$ cat src/rtl/button_pkg.sv
// -----------------------------------------------------------------------------
// button_pkg
//
// Shared definitions for the button input path (debouncer + event decoder).
//
// Contents:
//   btn_state_e        - 2-bit state encoding of the event decoder FSM
//                        (IDLE=0, PRESS=1, HOLD=2, GAP=3).
//   CLK_FREQ_HZ        - system clock frequency the defaults are sized for.
//   DEBOUNCE_COUNT     - debouncer settle time (10 ms at 100 MHz).
//   LONG_COUNT_DEF     - hold time before a long press (500 ms).
//   REPEAT_COUNT_DEF   - auto-repeat period while held long (100 ms).
//   DOUBLE_WINDOW_DEF  - double-click window after a short release (250 ms).
//   max3()             - helper used to size the shared event counter.
// -----------------------------------------------------------------------------
package button_pkg;

  typedef enum logic [1:0] {
    ST_IDLE  = 2'd0,
    ST_PRESS = 2'd1,
    ST_HOLD  = 2'd2,
    ST_GAP   = 2'd3
  } btn_state_e;

  localparam int unsigned CLK_FREQ_HZ       = 100_000_000;
  localparam int unsigned DEBOUNCE_COUNT    = 1_000_000;
  localparam int unsigned LONG_COUNT_DEF    = 50_000_000;
  localparam int unsigned REPEAT_COUNT_DEF  = 10_000_000;
  localparam int unsigned DOUBLE_WINDOW_DEF = 25_000_000;

  function automatic int unsigned max3(input int unsigned a,
                                       input int unsigned b,
                                       input int unsigned c);
    int unsigned m;
    m = a;
    if (b > m) m = b;
    if (c > m) m = c;
    return m;
  endfunction

endpackage

$ cat src/rtl/button_event_decoder.sv
// -----------------------------------------------------------------------------
// button_event_decoder
//
// Turns the debounced, synchronous button level into one-cycle event pulses
// for the control logic: press, release, short press, long press, auto-repeat
// and double-click, plus a "held" level.
//
// Parameters (all must be >= 2):
//   LONG_COUNT     - cycles of continuous hold before long_press.
//   REPEAT_COUNT   - cycles between repeat_pulse while in long hold.
//   DOUBLE_WINDOW  - cycles after a short release in which a new press is a
//                    double-click.
//
// Ports:
//   clk_in        in   system clock
//   reset         in   asynchronous, active-high reset
//   btn_in        in   debounced button level, 1 = pressed
//   press_pulse   out  one cycle on each press
//   release_pulse out  one cycle on each release
//   short_press   out  one cycle on release of a press shorter than LONG_COUNT
//   long_press    out  one cycle when a hold reaches LONG_COUNT
//   repeat_pulse  out  one cycle every REPEAT_COUNT while in long hold
//   double_click  out  one cycle on a qualifying second press
//   held          out  level, 1 while in PRESS or HOLD
//   state_dbg_o   out  current FSM state (btn_state_e encoding), debug only
//
// Interface semantics: there is no valid/ready handshake. Every event output
// is a fire-and-forget single-cycle pulse; consumers must sample every cycle
// and no event is ever held back or replayed.
//
// All outputs are registered and decoded from the next state, so an event is
// visible for exactly the cycle after the edge that sampled its cause.
// -----------------------------------------------------------------------------
module button_event_decoder
  import button_pkg::*;
#(
  parameter int unsigned LONG_COUNT    = LONG_COUNT_DEF,
  parameter int unsigned REPEAT_COUNT  = REPEAT_COUNT_DEF,
  parameter int unsigned DOUBLE_WINDOW = DOUBLE_WINDOW_DEF
) (
  input  logic       clk_in,
  input  logic       reset,
  input  logic       btn_in,
  output logic       press_pulse,
  output logic       release_pulse,
  output logic       short_press,
  output logic       long_press,
  output logic       repeat_pulse,
  output logic       double_click,
  output logic       held,
  output logic [1:0] state_dbg_o
);

  // One counter serves all three timed states. It is cleared on every state
  // entry and each state either leaves or clears at its terminal count, so the
  // largest value it ever holds is max(param) - 1.
  localparam int unsigned CNT_MAX = max3(LONG_COUNT, REPEAT_COUNT, DOUBLE_WINDOW);
  localparam int          CNT_W   = (CNT_MAX > 2) ? $clog2(CNT_MAX) : 1;

  localparam logic [CNT_W-1:0] LONG_LAST   = CNT_W'(LONG_COUNT - 1);
  localparam logic [CNT_W-1:0] REPEAT_LAST = CNT_W'(REPEAT_COUNT - 1);
  localparam logic [CNT_W-1:0] WINDOW_LAST = CNT_W'(DOUBLE_WINDOW - 1);
  localparam logic [CNT_W-1:0] CNT_ZERO    = '0;
  localparam logic [CNT_W-1:0] CNT_ONE     = CNT_W'(1);

  btn_state_e       state_q, state_d;
  logic [CNT_W-1:0] cnt_q, cnt_d;
  logic             dbl_seen_q, dbl_seen_d;

  logic press_q, press_d;
  logic release_q, release_d;
  logic short_q, short_d;
  logic long_q, long_d;
  logic repeat_q, repeat_d;
  logic dclick_q, dclick_d;
  logic held_q, held_d;

  // ---------------------------------------------------------------------------
  // Next-state and event decode
  // ---------------------------------------------------------------------------
  always_comb begin
    state_d    = state_q;
    cnt_d      = cnt_q + CNT_ONE;
    dbl_seen_d = dbl_seen_q;
    press_d    = 1'b0;
    release_d  = 1'b0;
    short_d    = 1'b0;
    long_d     = 1'b0;
    repeat_d   = 1'b0;
    dclick_d   = 1'b0;

    case (state_q)
      ST_IDLE: begin
        // The counter rests at zero while idle.
        cnt_d = CNT_ZERO;
        if (btn_in) begin
          state_d = ST_PRESS;
          press_d = 1'b1;
        end
      end

      ST_PRESS: begin
        // Release is checked first so a release on the threshold edge is
        // still a short press and never a long press.
        if (!btn_in) begin
          release_d = 1'b1;
          short_d   = 1'b1;
          cnt_d     = CNT_ZERO;
          // The release that ends a double-click goes straight to IDLE, so a
          // third press cannot chain into another double-click.
          state_d   = dbl_seen_q ? ST_IDLE : ST_GAP;
        end else if (cnt_q == LONG_LAST) begin
          state_d = ST_HOLD;
          long_d  = 1'b1;
          cnt_d   = CNT_ZERO;
        end
      end

      ST_HOLD: begin
        // Release pre-empts a repeat that would land on the same edge.
        if (!btn_in) begin
          state_d   = ST_IDLE;
          release_d = 1'b1;
          cnt_d     = CNT_ZERO;
        end else if (cnt_q == REPEAT_LAST) begin
          repeat_d = 1'b1;
          cnt_d    = CNT_ZERO;
        end
      end

      ST_GAP: begin
        // A press on the last window cycle still qualifies; the window only
        // expires when that cycle is sampled with the button released.
        if (btn_in) begin
          state_d    = ST_PRESS;
          press_d    = 1'b1;
          dclick_d   = 1'b1;
          dbl_seen_d = 1'b1;
          cnt_d      = CNT_ZERO;
        end else if (cnt_q == WINDOW_LAST) begin
          state_d = ST_IDLE;
          cnt_d   = CNT_ZERO;
        end
      end

      default: begin
        state_d = ST_IDLE;
        cnt_d   = CNT_ZERO;
      end
    endcase

    // Double-click memory lasts only until the gesture returns to IDLE.
    if (state_d == ST_IDLE) begin
      dbl_seen_d = 1'b0;
    end

    held_d = (state_d == ST_PRESS) || (state_d == ST_HOLD);
  end

  // ---------------------------------------------------------------------------
  // State, counter, flag and registered outputs
  // ---------------------------------------------------------------------------
  always_ff @(posedge clk_in or posedge reset) begin
    if (reset) begin
      state_q    <= ST_IDLE;
      cnt_q      <= CNT_ZERO;
      dbl_seen_q <= 1'b0;
      press_q    <= 1'b0;
      release_q  <= 1'b0;
      short_q    <= 1'b0;
      long_q     <= 1'b0;
      repeat_q   <= 1'b0;
      dclick_q   <= 1'b0;
      held_q     <= 1'b0;
    end else begin
      state_q    <= state_d;
      cnt_q      <= cnt_d;
      dbl_seen_q <= dbl_seen_d;
      press_q    <= press_d;
      release_q  <= release_d;
      short_q    <= short_d;
      long_q     <= long_d;
      repeat_q   <= repeat_d;
      dclick_q   <= dclick_d;
      held_q     <= held_d;
    end
  end

  assign press_pulse   = press_q;
  assign release_pulse = release_q;
  assign short_press   = short_q;
  assign long_press    = long_q;
  assign repeat_pulse  = repeat_q;
  assign double_click  = dclick_q;
  assign held          = held_q;
  assign state_dbg_o   = state_q;

endmodule

$ cat config.mk
export PLATFORM = sky130hd
export DESIGN_NAME = button_event_decoder
export DESIGN_NICKNAME = d
export VERILOG_FILES = /design/src/rtl/button_pkg.sv /design/src/rtl/button_event_decoder.sv
export SDC_FILE = /design/constraint.sdc
export NUM_CORES = 1
export LEC_CHECK = 0
export CAP_MARGIN = 20
export CORE_MARGIN = 8
export CORE_UTILIZATION = 50
export CTS_CLUSTER_SIZE = 28
export DETAILED_ROUTE_END_ITERATION = 6
export PLACE_DENSITY_LB_ADDON = 0.12
export SLEW_MARGIN = 10
export SYNTH_ARGS = -nofsm -noshare
export SYNTH_HDL_FRONTEND = slang
export SYNTH_SLANG_ARGS = --single-unit
$ cat constraint.sdc
create_clock -name clk_in -period 4.34 [get_ports clk_in]
set_clock_uncertainty 0.1 [all_clocks]
set_input_delay 0.868 -clock clk_in [delete_from_list [all_inputs] [get_ports clk_in]]
set_output_delay 0.868 -clock clk_in [all_outputs]
set_load 0.05 [all_outputs]
==> results of run 1 <==
worst paths after layout:
path | start | end
max in group asynchronous | reset | press_pulse$_DFF_PP0_
worst max-delay path | cnt_q[18]$_DFF_PP0_ | cnt_q[10]$_DFF_PP0_
worst min-delay path | dbl_seen_q$_DFFE_PP0P_ | dbl_seen_q$_DFFE_PP0P_
worst min register to register | dbl_seen_q$_DFFE_PP0P_ | dbl_seen_q$_DFFE_PP0P_
worst max register to register | cnt_q[18]$_DFF_PP0_ | cnt_q[10]$_DFF_PP0_
min in group asynchronous | reset | dbl_seen_q$_DFFE_PP0P_
report_power, final:
part | internal (W) | switching [W] | total [W]
clock | 0.000141 | 0.000108 | 0.000249
combinational | 0.000139 | 0.000259 | 0.000397
sequential | 0.000375 | 0.0000312 | 0.000406
total | 0.000654 | 0.000398 | 0.00105
metrics by stage:
step / area, sq um / instances / util (%)
CTS: 2140 / 257 / 58.4
global placement: 2040 / 250 / 55.8
global route: 2140 / 258 / 58.5
finish: 2140 / 258 / 58.5
detailed placement: 2040 / 250 / 55.8
floorplan: 1890 / 193 / -
critical path, stage by stage (launching register included):
cell and delay, ns:
sky130_fd_sc_hd__dfrtp_1 0.43, sky130_fd_sc_hd__or4b_1 0.55, sky130_fd_sc_hd__nor4_2 0.36, sky130_fd_sc_hd__a21oi_1 0.23
sky130_fd_sc_hd__o31ai_4 0.90, sky130_fd_sc_hd__nor2_1 0.13
metal layers:
metal,GRT usage [%],up-vias,part of all wire [%]
met5,0,-,0
met2,22.2,21,50
met3,3.92,7,4.1
met1,15.4,699,45
li1,-,704,-
met4,3.96,0,1.4
placed cells by master (no fill, tap or decap), types with 3 or more instances in the layout:
cell and count:
sky130_fd_sc_hd__dfrtp_1 36, sky130_fd_sc_hd__nor2_1 35, sky130_fd_sc_hd__xor2_1 19, sky130_fd_sc_hd__nand2_1 16, sky130_fd_sc_hd__nand3_1 15, sky130_fd_sc_hd__clkdlybuf4s50_1 11, sky130_fd_sc_hd__inv_1 9, sky130_fd_sc_hd__clkbuf_8 7
sky130_fd_sc_hd__nand4_1 6, sky130_fd_sc_hd__ha_1 6, sky130_fd_sc_hd__nor3_1 5, sky130_fd_sc_hd__xnor2_1 5, sky130_fd_sc_hd__nand4bb_1 3
sequential cells by signal (all words and copies together) (netlist names):
signal,count
release_pulse,1
dbl_seen_q,1
state_dbg_o,2
cnt_q,26
press_pulse,1
held,1
repeat_pulse,1
long_press,1
double_click,1
short_press,1
cells by family after synthesis:
family	Yosys count
buf+inv	12
simple gates	98
xor+xnor	24
fa+ha+maj	6
compound gates	17
flops	36
cell type report:
cell class | count | area [sq um]
fill | 328 | 1520
multi-input combinational | 145 | 930
sequential | 36 | 901
timing repair buffer | 13 | 123
clock buffer | 7 | 96.3
tap | 48 | 60.1
inverter | 9 | 33.8
==> flow_metrics.tcl, run 1 <==
set metrics [dict create \
    run_status "complete, no violations" \
    detail_route.vias_per_cell 5.55 \
    static-leakage-power_nw 0.862 \
    final_hold_viol_count 0 \
    worst-path-max-fanout 26 \
    layout_setup_ws_ns 1.49 \
    layout-area-overhead-vs-synth_pct 13.4 \
    synth.most_common_cell "sky130_fd_sc_hd__dfrtp_1" \
    fp.dieH_um 77.5 \
    fin_max_slew_vios 0 \
    maxCapViolCount 0 \
    synth_edf_count 0 \
    area_of_the_die_sq_um 6000 \
    synth_top_family_by_area "simple AND/OR/NAND/NOR gates" \
    setup_tns_ns 0 \
    relSlewSlack_pct 34.0 \
    setup.reg_to_reg.worst_slack_ns 1.49 \
    grt_usage_pct 13.1 \
    finalCritPeriodShare_pct 65.6 \
    final_layout_size_suffix_gt1_share_pct 6.67 \
    arrival_time_at_the_worst_endpoint_ns 2.87 \
    overflow 0 \
    synth_fp_nets 202 \
    yosys_warnings 0 \
    cts_tree "yes" \
    drt-initial-drc-count 69 \
    holdWs_ns 0.431 \
    global_route_wire_length_before_repair_mm 6.55 \
    post_cts.resized_instances 0 \
    synth_fa_ha_area_share_pct 3.97 \
    initial_core_util_pct 51.6 \
    crit_path_class "reg2reg" \
    synth_common_cells "36 x sky130_fd_sc_hd__dfrtp_1, 35 x sky130_fd_sc_hd__nor2_1, 19 x sky130_fd_sc_hd__xor2_1, 16 x sky130_fd_sc_hd__nand2_1, 15 x sky130_fd_sc_hd__nand3_1" \
    clock-root-buffer "sky130_fd_sc_hd__clkbuf_8" \
    ys.flop_type "sky130_fd_sc_hd__dfrtp_1" \
    synth_top_cell_area_share_pct 47.7 \
    grt_antenna_before_repair 0 \
    totalPowerFinal_w 0.00105 \
    pre_cts_ws_ns 1.32 \
    reg2regPathDepth 5 \
    detail_route.drc_violations 0 \
    min_period_ns 2.85 \
    maximum_number_of_pins_on_one_net_before_global_route_repair 37 \
    syn-mean-instance-area_sq_um 9.80 \
    yosys.cell_types.count 38 \
    fp-row-count 22 \
    synth_seq_area_share_pct 47.7 \
    clock_sinks 36 \
    max_slew.worst_pin.slew_ns 0.990 \
    netlist.top_cell.by_area "sky130_fd_sc_hd__dfrtp_1" \
    vdd_drop_max_uv 235 \
    wl_per_cell_um 14.3 \
    setup_violations 0 \
    synth-compound-area-share_pct 7.41 \
    start_kind "flop" \
    drtAntennaViolNets 0 \
    ys_ff_latch 36 \
    power.density_nw_per_um2 491 \
    synth-simple-area-share_pct 26.7 \
    cell_count_after_synthesis 193 \
    cts.hold.buffers_added 0 \
    min_path_type "reg2reg" \
    n_antenna_cell 0 \
    fmaxAchievable_mhz 351 \
    gpl.final_weighted_congestion 0.865 \
    rsz0062_at_grt "false" \
    detailedRoute.firstPassIterationCount 4 \
    synth_async_sr_flop_share_pct 100 \
    synth-xor-area-share_pct 11.1 \
    muxShareOfSynthArea_pct 0 \
    worstPathRequired_ns 4.37 \
    port_buffers 11 \
    ios 12 \
    cts-buffers-inserted 5 \
    fin_nets 219 \
    cts.clk_slew.worst_paths_ns 0.07 \
    synth_area_sq_um 1890 \
    end_kind "flop" \
    timing.hold.worst_path_depth 2 \
    detailed_place_hpwl_mm 2.66 \
    via_count_of_the_first_global_routing_pass 1470 \
    vias 1431 \
    insertion_delay_ns 0.28 \
    coreArea_sq_um 3660 \
    total_routed_wirelength_mm 3.70 \
    h-tree-depth 2 \
    synth.area.top_cells "sky130_fd_sc_hd__dfrtp_1 48%, sky130_fd_sc_hd__xor2_1 8.8%, sky130_fd_sc_hd__nor2_1 6.9%, sky130_fd_sc_hd__ha_1 4.0%, sky130_fd_sc_hd__nand3_1 4.0%" \
    post_cts_repair_timing_setup_buffer_count 0 \
    clockBufferDepth 2 \
    floorplan.die.width_um 77.5 \
]
Note: power is estimated with default switching activity, not from simulation.
==> run 2, diff against run 1 <==
clock period = 2.74 ns   (was 4.34 ns; I/O delays follow)
==> flow_metrics.tcl, run 2 (synthesized netlist as in run 1, its figures left out) <==
set metrics [dict create \
    run_status "complete, no violations" \
    gpl.final_weighted_congestion 0.950 \
    area_of_the_die_sq_um 6000 \
    floorplan.die.width_um 77.5 \
    vias 1464 \
    post_cts_repair_timing_setup_buffer_count 0 \
    h-tree-depth 2 \
    port_buffers 11 \
    largest_register "cnt_q" \
    setup_violations 0 \
    globalRouteMet1Util_pct 16.1 \
    detail_route.vias_per_cell 5.59 \
    grtUsageMet2_pct 22.2 \
    cts_tree "yes" \
    power.density_nw_per_um2 773 \
    detail_route.drc_violations 0 \
    cpMaxStageDelayCell "sky130_fd_sc_hd__or4b_1" \
    clockBufferDepth 2 \
    ios 12 \
    post_cts.resized_instances 0 \
    globalRouteMet3Util_pct 4.49 \
    initial_core_util_pct 51.6 \
    overflow 0 \
    end_kind "flop" \
    timing.critical_path.cells "or4b_1 -> nor4_2 -> a21oi_1 -> o31ai_1 -> o311ai_0 -> ha_1" \
    detailedRoute.firstPassIterationCount 4 \
    final_layout_size_suffix_gt1_share_pct 7.48 \
    holdWs_ns 0.405 \
    fin_nets 222 \
    min_path_type "reg2reg" \
    max_stage_delay_ns 0.56 \
    cts-buffers-inserted 5 \
    n_antenna_cell 0 \
    setup_tns_ns 0 \
    wl_per_cell_um 14.0 \
    arrival_time_at_the_worst_endpoint_ns 2.56 \
    start_kind "flop" \
    largest_register_ffs 26 \
    min_period_ns 2.49 \
    clock-root-buffer "sky130_fd_sc_hd__clkbuf_8" \
    grt_antenna_before_repair 0 \
    global_route_wire_length_before_repair_mm 6.62 \
    place.detailed.instances 254 \
    relSlewSlack_pct 54.3 \
    fp.dieH_um 77.5 \
    via_count_of_the_first_global_routing_pass 1464 \
    crit_path_class "reg2reg" \
    detailed_place_hpwl_mm 2.68 \
    regArea_sq_um 901 \
    vdd_drop_max_uv 355 \
    postPlaceCellArea_sq_um 2070 \
    fp-row-count 22 \
    layout-area-overhead-vs-synth_pct 14.4 \
    p_int_w 0.00104 \
    clock_sinks 36 \
    rsz0062_at_grt "false" \
    final_hold_viol_count 0 \
    multiInputGateArea_sq_um 930 \
    clock_network_fraction_of_total_power_pct 22.7 \
    coreArea_sq_um 3660 \
    drtAntennaViolNets 0 \
    max_slew.worst_pin.slew_ns 0.680 \
    most_used_routing_layer_in_global_routing "met2" \
    power_frac_seq_pct 38.3 \
    worst-path-max-fanout 5 \
    grt_usage_pct 13.6 \
    worstPathRequired_ns 2.81 \
    insertion_delay_ns 0.28 \
    net-switching-power_w 0.000634 \
    finalCritPeriodShare_pct 90.8 \
    layout_commonest_cell "sky130_fd_sc_hd__dfrtp_1" \
    power_switching_share_pct 37.9 \
    layout.cells.non_filler 262 \
    worstPathBufferInverterCount 0 \
    final_cell_mix "36 x sky130_fd_sc_hd__dfrtp_1, 35 x sky130_fd_sc_hd__nor2_1, 19 x sky130_fd_sc_hd__xor2_1" \
    total_routed_wirelength_mm 3.67 \
    maxCapViolCount 0 \
    cts.hold.buffers_added 0 \
    static-leakage-power_nw 0.872 \
    postLayoutCellArea_sq_um 2160 \
    cts.clk_slew.worst_paths_ns 0.07 \
    drt-initial-drc-count 94 \
    crit_family "simple AND/OR/NAND/NOR gates" \
    maximum_number_of_pins_on_one_net_before_global_route_repair 37 \
    fmaxAchievable_mhz 402 \
    fin_max_slew_vios 0 \
    fillerInstances 325 \
    power.share.combinational_pct 39.0 \
]
==> run 2: cell types whose count changed in the layout (fill, tap and decap cells not counted), sizes merged <==
| cell | change |
|---|---|
| buf | +4 |
==> run 2: per-layer routing <==
metal  part of all wire [%]  vias up
li1                       -      711
met1                     47      713
met2                     47       34
met3                    5.0        6
met4                    1.7        0
met5                      0        -
==> run 2: worst paths after layout <==
kind                                startpoint                   to  slack (ns)  cells after the start
max                        cnt_q[18]$_DFF_PP0_       held$_DFF_PP0_        0.25                      6
min                         cnt_q[0]$_DFF_PP0_   cnt_q[0]$_DFF_PP0_        0.40                      1
max reg2reg                cnt_q[18]$_DFF_PP0_       held$_DFF_PP0_        0.25                      6
min reg2reg                 cnt_q[0]$_DFF_PP0_   cnt_q[0]$_DFF_PP0_        0.40                      1
max in group asynchronous                reset  cnt_q[10]$_DFF_PP0_        1.68                      3
min in group asynchronous                reset  cnt_q[17]$_DFF_PP0_        0.56                      3
==> run 2: per-stage QoR <==
stage	util [%]	power, W	setup WS (ns)
5_1_grt	59.1	0.00179	0.142
6_report	59.1	0.00167	0.253
3_5_place_dp	56.6	0.00130	0.191
3_3_place_gp	56.6	0.00129	0.232
4_1_cts	59.1	0.00169	0.267
2_1_floorplan	-	0.00114	0.419
==> run 2: area by class of cell <==
type / instances / share of cell area, %
multi-input cells: 145 / 43.0
clock buffers: 8 / 4.17
well taps: 48 / 2.78
flip-flops and latches: 36 / 41.7
repair buffers: 16 / 6.83
inverters: 9 / 1.56
==> run 2: power by group through the flow <==
stage,combinational [W],sequential [W],clock [W]
floorplan,0.000351,0.000790,0
global placement,0.000645,0.000648,0
detailed placement,0.000650,0.000651,0
CTS,0.000656,0.000642,0.000397
global route,0.000724,0.000651,0.000414
finish,0.000652,0.000640,0.000379
==> run 3, diff against run 2 <==
TNS_END_PERCENT = 1   (was default)
==> results of run 3 <==
Final layout, timing and power as in run 2 (identical DEF).
